===== src/rtl/boot_pkg.sv =====
// ---------------------------------------------------------------------------
// boot_pkg
// Shared definitions for the EEPROM boot loader: the EEPROM byte-address width
// and the 3-bit state encoding of the copy sequencer.
// No ports (package).
// ---------------------------------------------------------------------------
package boot_pkg;

  localparam int EEPROM_ADDR_WIDTH = 11;

  typedef enum logic [2:0] {
    S_REQUEST   = 3'd0,
    S_WAIT_ACK  = 3'd1,
    S_WAIT_DATA = 3'd2,
    S_WRITE     = 3'd3,
    S_NEXT      = 3'd4,
    S_CHECK     = 3'd5,
    S_DONE      = 3'd6,
    S_ERROR     = 3'd7
  } boot_state_e;

endpackage


===== src/rtl/sync_2ff.sv =====
// ---------------------------------------------------------------------------
// sync_2ff
// Two-flop synchroniser for a single-bit level crossing into the clk_i domain.
// Both flops reset to 0, so a synchronised "ready" reads as not-ready until
// two clocks after reset is released.
// Ports:
//   clk_i    destination clock
//   rst_n_i  asynchronous active-low reset
//   d_i      asynchronous input level
//   q_o      synchronised level
// ---------------------------------------------------------------------------
module sync_2ff (
  input  logic clk_i,
  input  logic rst_n_i,
  input  logic d_i,
  output logic q_o
);

  logic meta_q;
  logic sync_q;

  always_ff @(posedge clk_i or negedge rst_n_i) begin
    if (!rst_n_i) begin
      meta_q <= 1'b0;
      sync_q <= 1'b0;
    end else begin
      meta_q <= d_i;
      sync_q <= meta_q;
    end
  end

  assign q_o = sync_q;

endmodule


===== src/rtl/eeprom_boot_loader.sv =====
// ---------------------------------------------------------------------------
// eeprom_boot_loader
// Boot sequencer in front of the AT93C86A reader. After reset, or on a reload
// pulse in DONE/ERROR, it copies IMAGE_BYTES bytes from EEPROM into code RAM,
// one reader transaction per byte, then releases the CPU from reset.
//
// Optional feature macro: BOOT_CHECKSUM_EN
//   When defined, one extra byte is read from EEPROM_BASE+IMAGE_BYTES (never
//   written to RAM); the 8-bit sum of the image plus that byte must be 8'h00,
//   otherwise the loader ends in ERROR with the CPU held in reset.
//
// Ports:
//   clk_i               system clock (same source as the reader's raw clock)
//   reset_n_i           asynchronous active-low reset
//   reload_i            one-cycle restart pulse, honoured only in DONE/ERROR
//   eeprom_address_o    byte address presented to the reader
//   eeprom_strobe_o     read request, held until the reader drops ready
//   eeprom_ready_i      reader ready (foreign clock domain, synchronised here)
//   eeprom_data_i       reader data_out
//   mem_address_o       RAM write address
//   mem_write_data_o    RAM write data
//   mem_write_enable_o  one-cycle RAM write strobe
//   cpu_reset_n_o       0 holds the CPU in reset; 1 only in DONE
//   busy_o              copy in progress
//   done_o              image loaded (and verified when checksum is enabled)
//   error_o             handshake timeout or checksum mismatch (sticky)
// ---------------------------------------------------------------------------
module eeprom_boot_loader
  import boot_pkg::*;
#(
  parameter int IMAGE_BYTES    = 1024,
  parameter int EEPROM_BASE    = 0,
  parameter int RAM_BASE       = 0,
  parameter int TIMEOUT_CYCLES = 1024
) (
  input  logic                         clk_i,
  input  logic                         reset_n_i,
  input  logic                         reload_i,
  output logic [EEPROM_ADDR_WIDTH-1:0] eeprom_address_o,
  output logic                         eeprom_strobe_o,
  input  logic                         eeprom_ready_i,
  input  logic [7:0]                   eeprom_data_i,
  output logic [EEPROM_ADDR_WIDTH-1:0] mem_address_o,
  output logic [7:0]                   mem_write_data_o,
  output logic                         mem_write_enable_o,
  output logic                         cpu_reset_n_o,
  output logic                         busy_o,
  output logic                         done_o,
  output logic                         error_o
);

  localparam logic [EEPROM_ADDR_WIDTH-1:0] EEPROM_BASE_A = EEPROM_ADDR_WIDTH'(EEPROM_BASE);
  localparam logic [EEPROM_ADDR_WIDTH-1:0] RAM_BASE_A    = EEPROM_ADDR_WIDTH'(RAM_BASE);
  localparam logic [11:0]                  LAST_INDEX    = 12'(IMAGE_BYTES - 1);
  localparam logic [10:0]                  TIMEOUT_LAST  = 11'(TIMEOUT_CYCLES - 1);

  boot_state_e state_q, state_d;
  // 12 bits so the checksum byte index (IMAGE_BYTES, up to 2048) fits.
  logic [11:0] index_q, index_d;
  logic [10:0] wait_q, wait_d;
  logic [7:0]  data_q, data_d;
  logic [EEPROM_ADDR_WIDTH-1:0] eeprom_address_q, eeprom_address_d;
  logic        strobe_q, strobe_d;
  logic [EEPROM_ADDR_WIDTH-1:0] mem_address_q, mem_address_d;
  logic [7:0]  mem_data_q, mem_data_d;
  logic        mem_we_q, mem_we_d;
  logic        cpu_reset_n_q, cpu_reset_n_d;
  logic        busy_q, busy_d;
  logic        done_q, done_d;
  logic        error_q, error_d;
  logic        counting;
  logic        rdy_s;

`ifdef BOOT_CHECKSUM_EN
  logic [7:0]  sum_q, sum_d;
  logic        sum_phase_q, sum_phase_d;
`endif

  sync_2ff u_ready_sync (
    .clk_i   (clk_i),
    .rst_n_i (reset_n_i),
    .d_i     (eeprom_ready_i),
    .q_o     (rdy_s)
  );

  always_ff @(posedge clk_i or negedge reset_n_i) begin
    if (!reset_n_i) begin
      state_q          <= S_REQUEST;
      index_q          <= '0;
      wait_q           <= '0;
      data_q           <= '0;
      eeprom_address_q <= EEPROM_BASE_A;
      strobe_q         <= 1'b0;
      mem_address_q    <= '0;
      mem_data_q       <= '0;
      mem_we_q         <= 1'b0;
      cpu_reset_n_q    <= 1'b0;
      busy_q           <= 1'b1;
      done_q           <= 1'b0;
      error_q          <= 1'b0;
`ifdef BOOT_CHECKSUM_EN
      sum_q            <= '0;
      sum_phase_q      <= 1'b0;
`endif
    end else begin
      state_q          <= state_d;
      index_q          <= index_d;
      wait_q           <= wait_d;
      data_q           <= data_d;
      eeprom_address_q <= eeprom_address_d;
      strobe_q         <= strobe_d;
      mem_address_q    <= mem_address_d;
      mem_data_q       <= mem_data_d;
      mem_we_q         <= mem_we_d;
      cpu_reset_n_q    <= cpu_reset_n_d;
      busy_q           <= busy_d;
      done_q           <= done_d;
      error_q          <= error_d;
`ifdef BOOT_CHECKSUM_EN
      sum_q            <= sum_d;
      sum_phase_q      <= sum_phase_d;
`endif
    end
  end

  // All outputs are registered; entry side effects of DONE/ERROR are applied
  // after the case so that a timeout and a normal transition share them.
  always_comb begin
    state_d          = state_q;
    index_d          = index_q;
    data_d           = data_q;
    eeprom_address_d = eeprom_address_q;
    strobe_d         = strobe_q;
    mem_address_d    = mem_address_q;
    mem_data_d       = mem_data_q;
    mem_we_d         = 1'b0;
    cpu_reset_n_d    = cpu_reset_n_q;
    busy_d           = busy_q;
    done_d           = done_q;
    error_d          = error_q;
    counting         = 1'b0;
`ifdef BOOT_CHECKSUM_EN
    sum_d            = sum_q;
    sum_phase_d      = sum_phase_q;
`endif

    case (state_q)
      S_REQUEST: begin
        counting = 1'b1;
        if (rdy_s) begin
          eeprom_address_d = EEPROM_BASE_A + index_q[EEPROM_ADDR_WIDTH-1:0];
          strobe_d         = 1'b1;
          state_d          = S_WAIT_ACK;
        end
      end
      // The reader only samples strobe on its divided clock, so strobe stays
      // high until the synchronised ready is seen low.
      S_WAIT_ACK: begin
        counting = 1'b1;
        if (!rdy_s) begin
          strobe_d = 1'b0;
          state_d  = S_WAIT_DATA;
        end
      end
      S_WAIT_DATA: begin
        counting = 1'b1;
        if (rdy_s) begin
          data_d  = eeprom_data_i;
`ifdef BOOT_CHECKSUM_EN
          state_d = sum_phase_q ? S_CHECK : S_WRITE;
`else
          state_d = S_WRITE;
`endif
        end
      end
      S_WRITE: begin
        mem_address_d = RAM_BASE_A + index_q[EEPROM_ADDR_WIDTH-1:0];
        mem_data_d    = data_q;
        mem_we_d      = 1'b1;
`ifdef BOOT_CHECKSUM_EN
        sum_d         = sum_q + data_q;
`endif
        state_d       = S_NEXT;
      end
      S_NEXT: begin
        if (index_q == LAST_INDEX) begin
`ifdef BOOT_CHECKSUM_EN
          state_d = S_CHECK;
`else
          state_d = S_DONE;
`endif
        end else begin
          index_d = index_q + 12'd1;
          state_d = S_REQUEST;
        end
      end
`ifdef BOOT_CHECKSUM_EN
      // First visit launches the extra checksum read; the second visit (after
      // that read returns) judges the running sum.
      S_CHECK: begin
        if (!sum_phase_q) begin
          sum_phase_d = 1'b1;
          index_d     = 12'(IMAGE_BYTES);
          state_d     = S_REQUEST;
        end else if (8'(sum_q + data_q) == 8'h00) begin
          state_d = S_DONE;
        end else begin
          state_d = S_ERROR;
        end
      end
`endif
      S_DONE, S_ERROR: begin
        if (reload_i) begin
          done_d        = 1'b0;
          error_d       = 1'b0;
          cpu_reset_n_d = 1'b0;
          busy_d        = 1'b1;
          index_d       = '0;
          state_d       = S_REQUEST;
`ifdef BOOT_CHECKSUM_EN
          sum_d         = '0;
          sum_phase_d   = 1'b0;
`endif
        end
      end
      default: state_d = S_ERROR;
    endcase

    // Handshake watchdog: only fires when the state would otherwise stay put.
    if (counting && (state_d == state_q) && (wait_q == TIMEOUT_LAST)) begin
      state_d = S_ERROR;
    end

    if ((state_d == S_ERROR) && (state_q != S_ERROR)) begin
      busy_d        = 1'b0;
      error_d       = 1'b1;
      done_d        = 1'b0;
      cpu_reset_n_d = 1'b0;
      strobe_d      = 1'b0;
    end else if ((state_d == S_DONE) && (state_q != S_DONE)) begin
      busy_d        = 1'b0;
      done_d        = 1'b1;
      cpu_reset_n_d = 1'b1;
    end

    if ((state_d != state_q) || !counting) begin
      wait_d = '0;
    end else begin
      wait_d = wait_q + 11'd1;
    end
  end

  assign eeprom_address_o   = eeprom_address_q;
  assign eeprom_strobe_o    = strobe_q;
  assign mem_address_o      = mem_address_q;
  assign mem_write_data_o   = mem_data_q;
  assign mem_write_enable_o = mem_we_q;
  assign cpu_reset_n_o      = cpu_reset_n_q;
  assign busy_o             = busy_q;
  assign done_o             = done_q;
  assign error_o            = error_q;

endmodule


===== config.mk =====
export PLATFORM = sky130hd
export DESIGN_NAME = eeprom_boot_loader
export DESIGN_NICKNAME = d
export VERILOG_FILES = /design/src/rtl/boot_pkg.sv /design/src/rtl/sync_2ff.sv /design/src/rtl/eeprom_boot_loader.sv
export SDC_FILE = /design/constraint.sdc
export NUM_CORES = 1
export LEC_CHECK = 0
export CAP_MARGIN = 20
export CORE_MARGIN = 2
export CORE_UTILIZATION = 41
export CTS_BUF_LIST = sky130_fd_sc_hd__clkbuf_4 sky130_fd_sc_hd__clkbuf_8
export DETAILED_ROUTE_END_ITERATION = 10
export GPL_ROUTABILITY_DRIVEN = 0
export PLACE_DENSITY = 0.71
export SETUP_SLACK_MARGIN = 0.02
export SYNTH_ARGS = -nofsm -noshare
export SYNTH_HDL_FRONTEND = slang
export SYNTH_HIERARCHICAL = 1
export SYNTH_SLANG_ARGS = --single-unit
export TNS_END_PERCENT = 10

===== constraint.sdc =====
create_clock -name clk_i -period 2.65 [get_ports clk_i]
set_clock_uncertainty 0.1 [all_clocks]
set_input_delay 0.53 -clock clk_i [delete_from_list [all_inputs] [get_ports clk_i]]
set_output_delay 0.53 -clock clk_i [all_outputs]
set_load 0.05 [all_outputs]

-- Yosys cells after proc, flatten, opt, wreduce, memory -nomap -nowiden
Index checks and enable logic that the tools add are counted.
- reductions and logical operators: 21
- equality and inequality tests: 18
- mux-type cells: 26
- add/sub/neg operators: 2
- operators with widths (operator ; number):
    $mux 12 ; 2
    $pmux 12 s2 ; 1
    $mux 3 ; 6
    $pmux 3 s6 ; 1
    $eq 3x3->1 const B ; 5
    $mux 1 ; 14
    $add 12x1->12 const B ; 1
    $eq 12x10->1 const B ; 1
    $add 11x1->11 const B ; 1
    $eq 11x10->1 const B ; 1
    $mux 11 ; 1
    $ne 3x3->1 const B ; 3
    $reduce_bool 3->1 ; 3
    $reduce_and 2->1 ; 4
    $eq 3x2->1 const B ; 2
    $reduce_and 3->1 ; 2
    $reduce_bool 2->1 ; 3
    $logic_and 1x1->1 ; 4
    $ne 2x2->1 const B ; 2
    $eq 3x1->1 const B ; 1
    $eq 3x3->1 ; 1
    $logic_not 3->1 ; 1
    $ne 3x2->1 const B ; 1
    $ne 3x3->1 ; 1
    5 further kinds ; 5
- input port bits: 12
- logic and storage cells: 81
- register bits: 71

-- Depth between registers and ports, before layout
- word-level depth: 11
- mapped depth: 6

-- By module
Netlist, hierarchy kept.
- by module, submodules not included (module ; area each (um^2) ; instances ; cells each ; seq. area each (um^2)):
    eeprom_boot_loader ; 3064.2 ; 1 ; 251 ; 1727.9
    sync_2ff ; 50.0 ; 1 ; 2 ; 50.0

-- Worst setup path before layout
OpenSTA, ideal clock, no wires.
- kind: register -> register
- start: register index_q[0]
- end: register index_q[7]
- stages on the path, launching flop included: 7
- arrival: 1.606 ns
- slack: 0.810 ns
- library setup time: 0.134 ns
- path through: dfrtp_1 -> ha_1 -> and3_1 -> and4_1 -> buf_2 -> o41ai_1 -> a21oi_1
- cells in the longest elaborated chain, start to end: 3
- elaborated cells between the ends (all ways): 6
- those cells by class: add/sub (1); eq/ne (2); mux (2); reduce/logical (1)
- ends and longest elaborated chain (element ; line ; RTL):
    start, declared ; eeprom_boot_loader.sv:59 ; logic [11:0] index_q, index_d;
    start signal, assigned ; eeprom_boot_loader.sv:107 ; index_q <= index_d;
    $add 12x1->12 or $eq 12x10->1 (tied branches) ; eeprom_boot_loader.sv:193, eeprom_boot_loader.sv:186 ;
    $mux 12 or $ne 2x2->1 (tied branches) ; - ;
    $pmux 12 s2 or $reduce_and 3->1 (tied branches) ; - ;
Several ways; a longest one is shown, not always the timed one. The select of a mux whose other input is x is not followed.
A chain may end at the register's enable or synchronous reset.

-- Worst setup path in the final report
- start: register busy_q, in the netlist busy_o
- end: output busy_o
- RTL lines (element ; line ; RTL):
    start, declared ; eeprom_boot_loader.sv:68 ; logic busy_q, busy_d;
    start signal, assigned ; eeprom_boot_loader.sv:116 ; busy_q <= busy_d;
    end, declared ; eeprom_boot_loader.sv:47 ; output logic busy_o,
No word-level cell between the ends.

==> summary.txt <==
outcome - finished, final reports clean
largest net degree at the start of global routing - 41
Die Area - 0.008309 sq mm
Psw - 1.844 mW
clock insertion delay at the later pin of the skew report - 340 ps
Die Ht - 91.16 microns
Mapped Cells - 253
drt total wl - 6.063 mm
CTS HTree Levels - 3
CP max stage delay - 810 ps
CTS Hold Bufs - 0
Critical path origin - busy_o
placed cell count - 396
met3 routed WL - 333 microns
Slowest-stage cell, CP - clkdlybuf4s50_1
Max-slew headroom - 57.85%
number of DRC markers in iteration 0 - 159
Vias/cell - 5.184
Top Family by Delay on Critical Path - buffers and inverters
internal power contribution - 2.494 mW
DRC - 0
TritonCTS Buffers - 9
worst-path maximum fanout - 2
Post-Syn Nets - 267
DP HPWL - 4.203 mm
# nets final - 322
CTS tree - yes
Pins Over Slew Limit - 0
clock slew at reported path FFs - 80 ps
WL per Instance - 14.72 microns
Clock Tree Buf Depth - 2
WP buf/inv - 1
post-synthesis average cell area - 12.31 sq um
Fin Setup TNS - 0 ps
Power Density - 1120 mW/mm^2
R2R Setup Slk - 610 ps
core area - 0.007292 sq mm
final cell count without fillers - 412
Clk pwr share - 17.3%
CP Depth - 1
Critical Path Start Type - flop
Net Sw Frac - 42.51%
Lkg Pwr - 1.705 nW
Initial Util - 42.71%
fmax - 429.1 MHz
synthesis-stage register bit count - 71
R2R depth - 5
global-route wire length before repair - 10.32 mm
Worst setup EP type - output pin
Commonest cells post-synth - dfrtp_1 (70), mux2_2 (37), nand2_1 (17), nor2_1 (17), nand3_1 (11)
vias in the first global route - 2181
final period utilization - 87.95%
dpl ws - 466.1 ps
Area growth syn-to-layout - 24.35%
GR Util All Layers - 15.72%
cell accounting for the most synthesized area - dfrtp_1
critical-path cell list - clkdlybuf4s50_1
Post-synth EDFFs - 0
HP Class - primary input to asynchronous set/reset pin
Post-synth top flop - dfrtp_1
Netlist cell types - 46
diode count - 0
RSZ-0062 raised after global routing - no
Worst-Margin Slew - 628.0 ps
Die Wd - 91.16 microns
Reg-to-Reg Start - index_q[0]
final hold vios - 0
FFs w/ async S/R, synth - 100.0%
worst endpoint data arrival time - 1700 ps
Antenna Nets Post-Route - 0
# Post-CTS Setup Buffers - 0
sequential area share after synthesis - 57.09%
wl on met1 - 2.680 mm
layout cell share with drive strength beyond 1 - 21.73%
initial antenna violation count - 0
clock sink count - 71
PortBufs - 47
largest cells by area after synthesis - dfrtp_1 (56%), mux2_2 (13%), nand2_1 (2.0%)
Met2 Wirelength - 3.034 mm
top-area cell type share of the netlist area - 56.25%
WS Path Type - flop to output pin
FP Rows - 31
vias post-DR - 2136
max-cap viol count - 0
min Tclk post-route - 2331 ps
DRT Pass-1 Iters - 5
Ports - 48
uppermost layer routed - met4
Sequential Power Share - 38.9%
root buffer selected by CTS - clkbuf_8
Setup violations, final - 0
CP Data Required Time - 2020 ps
peak supply drop - 0.0006760 V
hold slack - 104.5 ps
grt ovf - 0
Mapped Area - 0.003114 sq mm
Worst Setup EP - busy_o
RR Endpoint - index_q[5]
Logic pwr share - 43.8%
Ys Warns - 6
# resized after CTS - 0
most common cell in the netlist - dfrtp_1
final worst slack - 319.3 ps
==> how the worst min path moves through the flow <==
stage / start / to / depth (start not counted)
after CTS: reset_n_i / mem_address_o[9] / 2
final: reset_n_i / index_q[7] / 2
after global placement: u_ready_sync/meta_q / u_ready_sync/q_o / 0
after floorplan: reset_n_i / data_q[0] / 0
after global routing: reset_n_i / mem_address_o[9] / 2
after detailed placement: u_ready_sync/meta_q / u_ready_sync/q_o / 0
==> metrics by stage <==
stage,area [sq um],power (mW),util (%)
3_5_place_dp,3699,3.627,50.72
3_3_place_gp,3699,3.594,50.72
5_1_grt,3872,4.604,53.11
4_1_cts,3872,4.401,53.11
2_1_floorplan,3114,3.013,-
6_report,3872,4.338,53.11
==> kinds of logic after synthesis <==
| group | after synthesis | synth area share [%] |
|---|---|---|
| adders and majority gates | 2 | 0.8034 |
| muxes | 42 | 14.99 |
| and+or+nand+nor | 84 | 15.19 |
| buffers and inverters | 16 | 2.571 |
| DFF | 71 | 57.09 |
| xor gates and xnor gates | 8 | 2.250 |
| AOI/OAI and AO/OA | 30 | 7.112 |
==> layout by cell type, fill, tap and decap left out, types with 2 or more instances in the layout <==
cell type        count
a2111oi_0            2
a211oi_1             2
a21oi_1              7
a311o_1              2
and3_1               6
and4_1               6
buf_4                7
clkbuf_8             9
clkdlybuf4s50_1     46
clkinv_2             2
clkinv_4             2
clkinvlp_4           3
dfrtp_1             70
ha_1                 2
inv_1                6
mux2_2              37
mux2i_1              5
nand2_1             17
nand2b_1             5
nand3_1             11
nand4_1              7
nor2_1              17
nor2b_1              2
nor3_1               2
nor3_2               2
nor4_2               2
o211ai_1             2
o21ai_0              4
o2bb2ai_1            2
xor2_1               7
==> per-layer routing <==
metal / up-vias / track usage (%)
met1: 1063 / 19.04
li1: 1024 / -
met2: 47 / 26.36
met4: 0 / 3.030
met3: 2 / 6.722
met5: - / 0
==> state kept, by name, indices dropped and copies added (netlist names), 3 cells and up <==
register and count:
data_q 8, eeprom_address_o 11, index_q 12, mem_address_o 11, mem_write_data_o 8, state_q 3
wait_q 11
==> cell type report <==
class | instances | area, sq um
clock buffer | 9 | 123.9
inverter | 6 | 22.52
sequential | 71 | 1778
clock inverter | 7 | 50.05
tap | 99 | 123.9
fill | 667 | 3420
multi-input combinational | 166 | 1256
timing repair buffer | 54 | 518.0
==> power groups by stage <==
stage	combinational [mW]	sequential, mW	clock [mW]
5_1_grt	2.03	1.74	0.837
6_report	1.90	1.69	0.749
3_3_place_gp	1.90	1.70	0
2_1_floorplan	0.734	2.28	0
4_1_cts	1.92	1.69	0.787
3_5_place_dp	1.92	1.71	0
No activity file was read; power rests on OpenSTA's default activity.
